--- src/rtl/led_pixel_serializer.sv ---
// Serializes FWFT-buffered pixels LSB-first onto DAI with DEN high for DW cycles, then a DEN-low gap; counts words per frame.
// Latency: word accepted at edge E shows bit0 after E+2; streaming throughput one word per DW+GAP_CYCLES cycles.
// Backpressure: pix_ready drops while the FIFO is full, while frame_sync is high, and while rst is high.
module led_pixel_serializer #(
    parameter int DW           = 16,
    parameter int FIFO_DEPTH   = 4,
    parameter int GAP_CYCLES   = 1,
    parameter int FRAME_PIXELS = 256
) (
    input  logic                            DCK,
    input  logic                            rst,
    input  logic [DW-1:0]                   pix_data,
    input  logic                            pix_valid,
    output logic                            pix_ready,
    input  logic                            frame_sync,
    output logic                            DAI,
    output logic                            DEN,
    output logic                            busy,
    output logic [$clog2(FRAME_PIXELS)-1:0] pix_cnt,
    output logic                            frame_done
);
    localparam int AW = $clog2(FIFO_DEPTH);
    localparam int BW = $clog2(DW);
    localparam int GW = (GAP_CYCLES > 1) ? $clog2(GAP_CYCLES) : 1;
    localparam int CW = $clog2(FRAME_PIXELS);

    typedef enum logic [1:0] {IDLE = 2'd0, SHIFT = 2'd1, GAP = 2'd2} state_t;

    state_t        state_q, state_d;
    logic [DW-1:0] mem_q [FIFO_DEPTH];
    logic [AW:0]   wr_ptr_q, wr_ptr_d, rd_ptr_q, rd_ptr_d;
    logic [DW-1:0] shift_q, shift_d;
    logic [BW-1:0] bit_q, bit_d;
    logic [GW-1:0] gap_q, gap_d;
    logic [CW-1:0] cnt_q, cnt_d;
    logic          den_q, den_d, dai_q, dai_d, done_q, done_d;
    logic          fifo_empty, fifo_full, push, pop, last_bit, gap_last, word_done;

    assign fifo_empty = (wr_ptr_q == rd_ptr_q);
    assign fifo_full  = (wr_ptr_q[AW] != rd_ptr_q[AW]) && (wr_ptr_q[AW-1:0] == rd_ptr_q[AW-1:0]);
    assign pix_ready  = !fifo_full && !frame_sync && !rst;
    assign push       = pix_valid && pix_ready;
    assign last_bit   = (bit_q == BW'(DW - 1));
    assign gap_last   = (gap_q == GW'(GAP_CYCLES - 1));

    always_ff @(posedge DCK or posedge rst) begin
        if (rst) begin
            state_q  <= IDLE;
            wr_ptr_q <= '0;
            rd_ptr_q <= '0;
            shift_q  <= '0;
            bit_q    <= '0;
            gap_q    <= '0;
            cnt_q    <= '0;
            den_q    <= 1'b0;
            dai_q    <= 1'b0;
            done_q   <= 1'b0;
        end else begin
            state_q  <= state_d;
            wr_ptr_q <= wr_ptr_d;
            rd_ptr_q <= rd_ptr_d;
            shift_q  <= shift_d;
            bit_q    <= bit_d;
            gap_q    <= gap_d;
            cnt_q    <= cnt_d;
            den_q    <= den_d;
            dai_q    <= dai_d;
            done_q   <= done_d;
        end
    end

    always_ff @(posedge DCK) begin
        if (push) mem_q[wr_ptr_q[AW-1:0]] <= pix_data;
    end

    // frame_sync blocks every pop, so a flushed FIFO never feeds the shifter.
    always_comb begin
        state_d = state_q;
        pop     = 1'b0;
        case (state_q)
            IDLE: begin
                if (!fifo_empty && !frame_sync) begin
                    pop     = 1'b1;
                    state_d = SHIFT;
                end
            end
            SHIFT: begin
                if (frame_sync || last_bit) state_d = GAP;
            end
            GAP: begin
                if (gap_last) begin
                    if (!fifo_empty && !frame_sync) begin
                        pop     = 1'b1;
                        state_d = SHIFT;
                    end else begin
                        state_d = IDLE;
                    end
                end
            end
            default: state_d = IDLE;
        endcase

        shift_d = shift_q;
        bit_d   = bit_q;
        if (pop) begin
            shift_d = mem_q[rd_ptr_q[AW-1:0]];
            bit_d   = '0;
        end else if (state_q == SHIFT) begin
            shift_d = shift_q >> 1;
            bit_d   = bit_q + BW'(1);
        end
        gap_d    = (state_q == GAP && !gap_last) ? gap_q + GW'(1) : '0;
        wr_ptr_d = frame_sync ? '0 : wr_ptr_q + (AW + 1)'(push);
        rd_ptr_d = frame_sync ? '0 : rd_ptr_q + (AW + 1)'(pop);
    end

    // A word counts only when DEN falls naturally; an abort by frame_sync suppresses it.
    always_comb begin
        den_d     = (state_q == SHIFT) && !frame_sync;
        dai_d     = den_d && shift_q[0];
        word_done = den_q && !den_d && !frame_sync;
        cnt_d     = cnt_q;
        done_d    = 1'b0;
        if (frame_sync) begin
            cnt_d = '0;
        end else if (word_done) begin
            if (cnt_q == CW'(FRAME_PIXELS - 1)) begin
                cnt_d  = '0;
                done_d = 1'b1;
            end else begin
                cnt_d = cnt_q + CW'(1);
            end
        end
    end

    assign DAI        = dai_q;
    assign DEN        = den_q;
    assign busy       = !fifo_empty || (state_q == SHIFT);
    assign pix_cnt    = cnt_q;
    assign frame_done = done_q;
endmodule

--- config.mk ---
export PLATFORM = sky130hd
export DESIGN_NAME = led_pixel_serializer
export DESIGN_NICKNAME = d
export VERILOG_FILES = /design/src/rtl/led_pixel_serializer.sv
export SDC_FILE = /design/constraint.sdc
export NUM_CORES = 1
export LEC_CHECK = 0
export CAP_MARGIN = 20
export CORE_UTILIZATION = 35
export CTS_CLUSTER_SIZE = 10
export DETAILED_ROUTE_END_ITERATION = 8
export PLACE_DENSITY = 0.64
export SYNTH_ARGS = -nofsm -noshare
export SYNTH_HDL_FRONTEND = slang
export SYNTH_SLANG_ARGS = --single-unit
--- constraint.sdc ---
create_clock -name DCK -period 3.75 [get_ports DCK]
set_input_delay 1.125 -clock DCK [delete_from_list [all_inputs] [get_ports DCK]]
set_output_delay 1.125 -clock DCK [all_outputs]
set_load 0.02 [all_outputs]
Word-level counts from Yosys, hierarchy flattened
Memories as Yosys holds them, arrays and structs flattened.
Index checks and enable logic that the tools add are counted.
- flip-flop bits (word level): 40
- RAM bits: 64
- bits of input ports: 20
- output and inout bits: 13
- word-level logic and storage cells: 70
- memories kept: 1
- add/sub/neg operators: 5
- equality and inequality tests: 10
- mux-type cells: 23
- reduce and logical (&&, ||, !) cells: 21
- memory list (name ; words ; width ; read ports ; clocked after Yosys merged registers in ; write ports ; line ; source):
    mem_q ; 4 ; 16 ; 1 ; 0 ; 1 ; 30 ; logic [DW-1:0] mem_q [FIFO_DEPTH];
- operators by type and width (cell ; number):
    2-to-1 mux 16 bit ; 2
    2-to-1 mux 8 bit ; 3
    logical AND 1 bit ; 10
    2-to-1 mux 1 bit ; 9
    adder 8 x 1 -> 8 bit (second input constant) ; 1
    == test 8 bit (second input constant) ; 1
    2-to-1 mux 4 bit ; 2
    adder 3 x 1 -> 3 bit ; 2
    2-to-1 mux 2 bit ; 3
    2-to-1 mux 3 bit ; 2
    inequality test 2 bit (second input constant) ; 3
    one-hot mux 2 bit (3 select lines) ; 1
    zero test 1 bit ; 5
    adder 4 x 1 -> 4 bit (second input constant) ; 1
    == test 4 bit (second input constant) ; 1
    nonzero test 2 bit ; 2
    == test 3 bit ; 1
    AND reduction 3 bit ; 1
    == test 2 x 1 -> 1 bit (second input constant) ; 1
    == test 2 bit ; 1
    == test 2 bit (second input constant) ; 1
    zero test 2 bit ; 1
    logical OR 1 bit ; 2
    one-hot mux 1 bit (2 select lines) ; 1
    2 further kinds ; 2

Logic depth before layout (Yosys ltp)
- depth in word-level cells: 8
- depth in mapped cells: 9
- gate-level depth less buffers: 8

Worst setup path before layout
OpenSTA, ideal clock, no wires.
- path kind: input port to flip-flop
- start point: in rst
- end point: mem mem_q[1][0] (enable)
- library setup time: 0.413 ns
- data arrival time: 3.868 ns
- required time: 3.337 ns
- path slack: -0.531 ns
- stages: 4
- path buffers: 0
- cell sequence: inv_1 -> o311a_1 -> nand2_1 -> nor3b_1
- word-level cells in the longest chain between the ends: 5
- ends and longest elaborated chain (item ; line ; source):
    start: declaration ; 11 ; input logic rst,
    zero test 1 bit (no line) ; n/a ;
    logical AND 1 bit ; 41 ; assign pix_ready = !fifo_full && !frame_sync && !rst;
    net pix_ready ; 14 ; output logic pix_ready,
    logical AND 1 bit ; 42 ; assign push = pix_valid && pix_ready;
    2-to-1 mux 1 bit ; 73 ; if (push) mem_q[wr_ptr_q[AW-1:0]] <= pix_data;
    2-to-1 mux 1 bit (implied by the code) ; 73 ;
    end: declaration ; 30 ;
The timed path passes the listed nets, and every way through them passes these cells.

Worst setup path after layout
- start point: in rst
- end point: out pix_ready
- word-level cells in the longest chain between the ends: 2
- ends and longest elaborated chain (item ; line):
    zero test 1 bit (no line) ; n/a
    logical AND 1 bit ; 41
    end: declaration ; 14
No other way between the ends.

==> flow_metrics.tcl <==
set metrics [dict create \
    tightest_slew_ns 0.664 \
    r2r_end "wr_ptr_q[1]" \
    worst-path-buf-inv 3 \
    cts.sinks 104 \
    cp.depth 4 \
    ff2ff_path_depth 7 \
    avgRoutedWirePerCell_um 16.4 \
    cts_resized 0 \
    cts_setup_buffers 0 \
    cap_violations 0 \
    outcome "complete, no violations" \
    peakVddDrop_mv 0.275 \
    n_fill_cell 1110 \
    critPathMaxStageDelay_ns 0.61 \
    die_w_um 114 \
    criticalPathCategory "in -> out" \
    hp-start "shift_q[13]" \
    syn_avg_cell_area_um2 16.1 \
    path_max_fanout 2 \
    grt_overflow 0 \
    cts_hold_buf 0 \
    crit_required_ns 2.62 \
    grt_max_degree 41 \
    n_antenna_cell 0 \
    reg2reg_slack_ns 1.73 \
    synthFlopType "edfxtp_1" \
    port_buffers 32 \
    grt_setup_unrepaired "no" \
    cpMostUsedCell "clkdlybuf4s50_1" \
    period_share 0.969 \
    min_to "shift_q[13]" \
    finalCriticalPeriod_ns 3.63 \
    rows 40 \
    via_count 2443 \
    holdCritPathClass "reg -> reg" \
    p_leak_nw 1.97 \
    routed_wl_um 8040 \
    ys_ff_latch 104 \
    synth_top_area_share 0.435 \
    startpoint_type "input port" \
    die_h_um 114 \
    crit_arrival_ns 2.51 \
    synth_top_cell_by_area "edfxtp_1" \
    grt_pass1_vias 2564 \
    skew_ns 0.00952 \
    via_per_inst 5.00 \
    place.gp.congestion 0.780 \
    crit_slowest_cell "clkdlybuf4s50_1" \
    synthCells 275 \
    finalMaxSlewViolations 0 \
    ys_seq_area_frac 0.662 \
    final-hold-violation-count 0 \
    crit_family "buffers and inverters" \
    gr-usage-all-layers 0.137 \
    cts_tree "done" \
    powerDensity_mw_per_mm2 535 \
    end_kind "output port" \
    clock_path_buffers 2 \
    netlist_top_cells_area "edfxtp_1, dfrtp_1, mux4_2" \
    antenna_found_initial 0 \
    dieArea_mm2 0.0131 \
    start_util 0.363 \
    nNetsFinal 342 \
    ctsRootBufferMaster "clkbuf_16" \
    grt_pass1_wl_um 13300 \
    drt_iter0_drc 132 \
    clock_latency_ns 0.34 \
    ant_nets 0 \
    max_freq_ghz 0.275 \
    finalPower_mw 2.81 \
    crit_chain "clkdlybuf4s50_1, inv_1, o311a_1, clkdlybuf4s50_1" \
    drive_gt1_frac 0.150 \
    htree_levels 3 \
    pin_count 33 \
    synth-async-reset-ratio 0.385 \
    dp.final_hpwl_um 4970 \
    syn2layout_area_growth_pct 18.9 \
    slew_headroom 0.557 \
    hold_path_depth 1 \
    clk_pin_slew_ns 0.07 \
    drc 0 \
    synth_warnings 0 \
    syn_area_mm2 0.00442 \
    cts_buffers 9 \
    setup_viol 0 \
    r2r_start "wr_ptr_q[1]" \
    coreArea_mm2 0.0122 \
    synth_edf_count 64 \
    first_pass_iters 4 \
    whs_ns 0.509 \
    syn-num-nets 301 \
    synth.distinct_cells 44 \
]
[state kept, by name (all words and copies together) (netlist names)]
register	flops
rd_ptr_q	3
wr_ptr_q	3
mem_q	64
state_q	2
gap_q	1
DAI	1
bit_q	4
frame_done	1
shift_q	16
DEN	1
pix_cnt	8
[cells in the mapped netlist (4+ instances only)]
cell type,number
a21o_1,15
a21oi_1,6
buf_2,5
dfrtp_1,40
edfxtp_1,64
ha_1,6
inv_1,4
mux2i_1,16
mux4_1,4
mux4_2,12
nand2_1,13
nand3_1,7
nand4_1,4
nor2_1,11
nor2b_1,5
o2bb2ai_1,15
xnor2_1,4
xor2_1,6
[placed cells by master (no fill, tap or decap), types with 2 or more instances in the layout]
cell / synthesis / final
buf_4: 2 / 11
inv_6: 0 / 2
clkbuf_16: 0 / 9
nand2_1: 13 / 13
mux4_2: 12 / 12
mux2i_1: 16 / 16
nand3_1: 7 / 7
nor3b_2: 0 / 2
xor2_1: 6 / 6
ha_1: 6 / 6
nor2_1: 11 / 11
a21oi_1: 6 / 6
clkdlybuf4s50_1: 0 / 32
a211oi_1: 3 / 3
inv_1: 4 / 4
xor2_2: 3 / 3
nand4_1: 4 / 4
edfxtp_1: 64 / 64
and3_1: 3 / 3
dfrtp_1: 40 / 40
o2bb2ai_1: 15 / 15
a21o_1: 15 / 15
mux4_1: 4 / 4
nor2b_1: 5 / 5
xnor2_1: 4 / 4
[where the power goes]
part | internal (mW) | total, mW | switching, mW | leakage [nW]
Sequential | 1.34 | 1.44 | 0.0995 | 1.10
Combinational | 0.236 | 0.467 | 0.231 | 0.727
Clock | 0.467 | 0.903 | 0.436 | 0.138
Total | 2.04 | 2.81 | 0.766 | 1.97
[worst reg2reg max path, cell delays in order, from the launching register on]
cell,delay [ns]
dfrtp_1,0.48
xor2_2,0.24
o311a_1,0.34
nand2_1,0.21
inv_1,0.07
ha_1,0.19
ha_1,0.26
nor2b_1,0.13
[routing by layer]
metal	vias to the layer above	routed length, um	GRT usage
li1	1145	-	-
met1	1246	3640	0.175
met2	47	4070	0.229
met3	5	250	0.0355
met4	0	82	0.0450
met5	-	0	0
[cell type report]
| cell class | count | area, um^2 | share of cell area |
|---|---|---|---|
| flip-flops and latches | 104 | 2920 | 0.557 |
| multi-input cells | 152 | 1400 | 0.267 |
| repair buffers | 43 | 403 | 0.0767 |
| clock buffers | 10 | 229 | 0.0436 |
| well taps | 168 | 210 | 0.0400 |
| clock inverters | 6 | 61.3 | 0.0117 |
| inverters | 6 | 22.5 | 0.00429 |
[cells by family after synthesis]
family          synth area share
flops                      0.662
other cells             0.000849
compound gates            0.0818
xor+xnor                  0.0309
buf+inv                   0.0244
fa+ha+maj                 0.0170
simple gates              0.0623
mux                        0.121
[metrics by stage]
step / instances / setup TNS [ns] / setup slack (ns) / util / instance area (um^2)
2_1_floorplan: 275 / -0.105 / -0.00658 / - / 4430
4_1_cts: 489 / 0 / 0.0650 / 0.432 / 5250
6_report: 489 / 0 / 0.116 / 0.432 / 5250
5_1_grt: 489 / 0 / 0.0480 / 0.432 / 5250
3_5_place_dp: 473 / 0 / 0.0757 / 0.408 / 4960
3_3_place_gp: 473 / 0 / 0.0782 / 0.408 / 4960
[how the worst max path moves through the flow]
stage,end,slack (ns),start
floorplan,mem_q[1][0],-0.007,rst
global placement,pix_ready,0.08,rst
detailed placement,pix_ready,0.08,rst
CTS,pix_ready,0.06,rst
global route,pix_ready,0.05,rst
finish,pix_ready,0.12,rst
(Power assumes the default switching activity.)
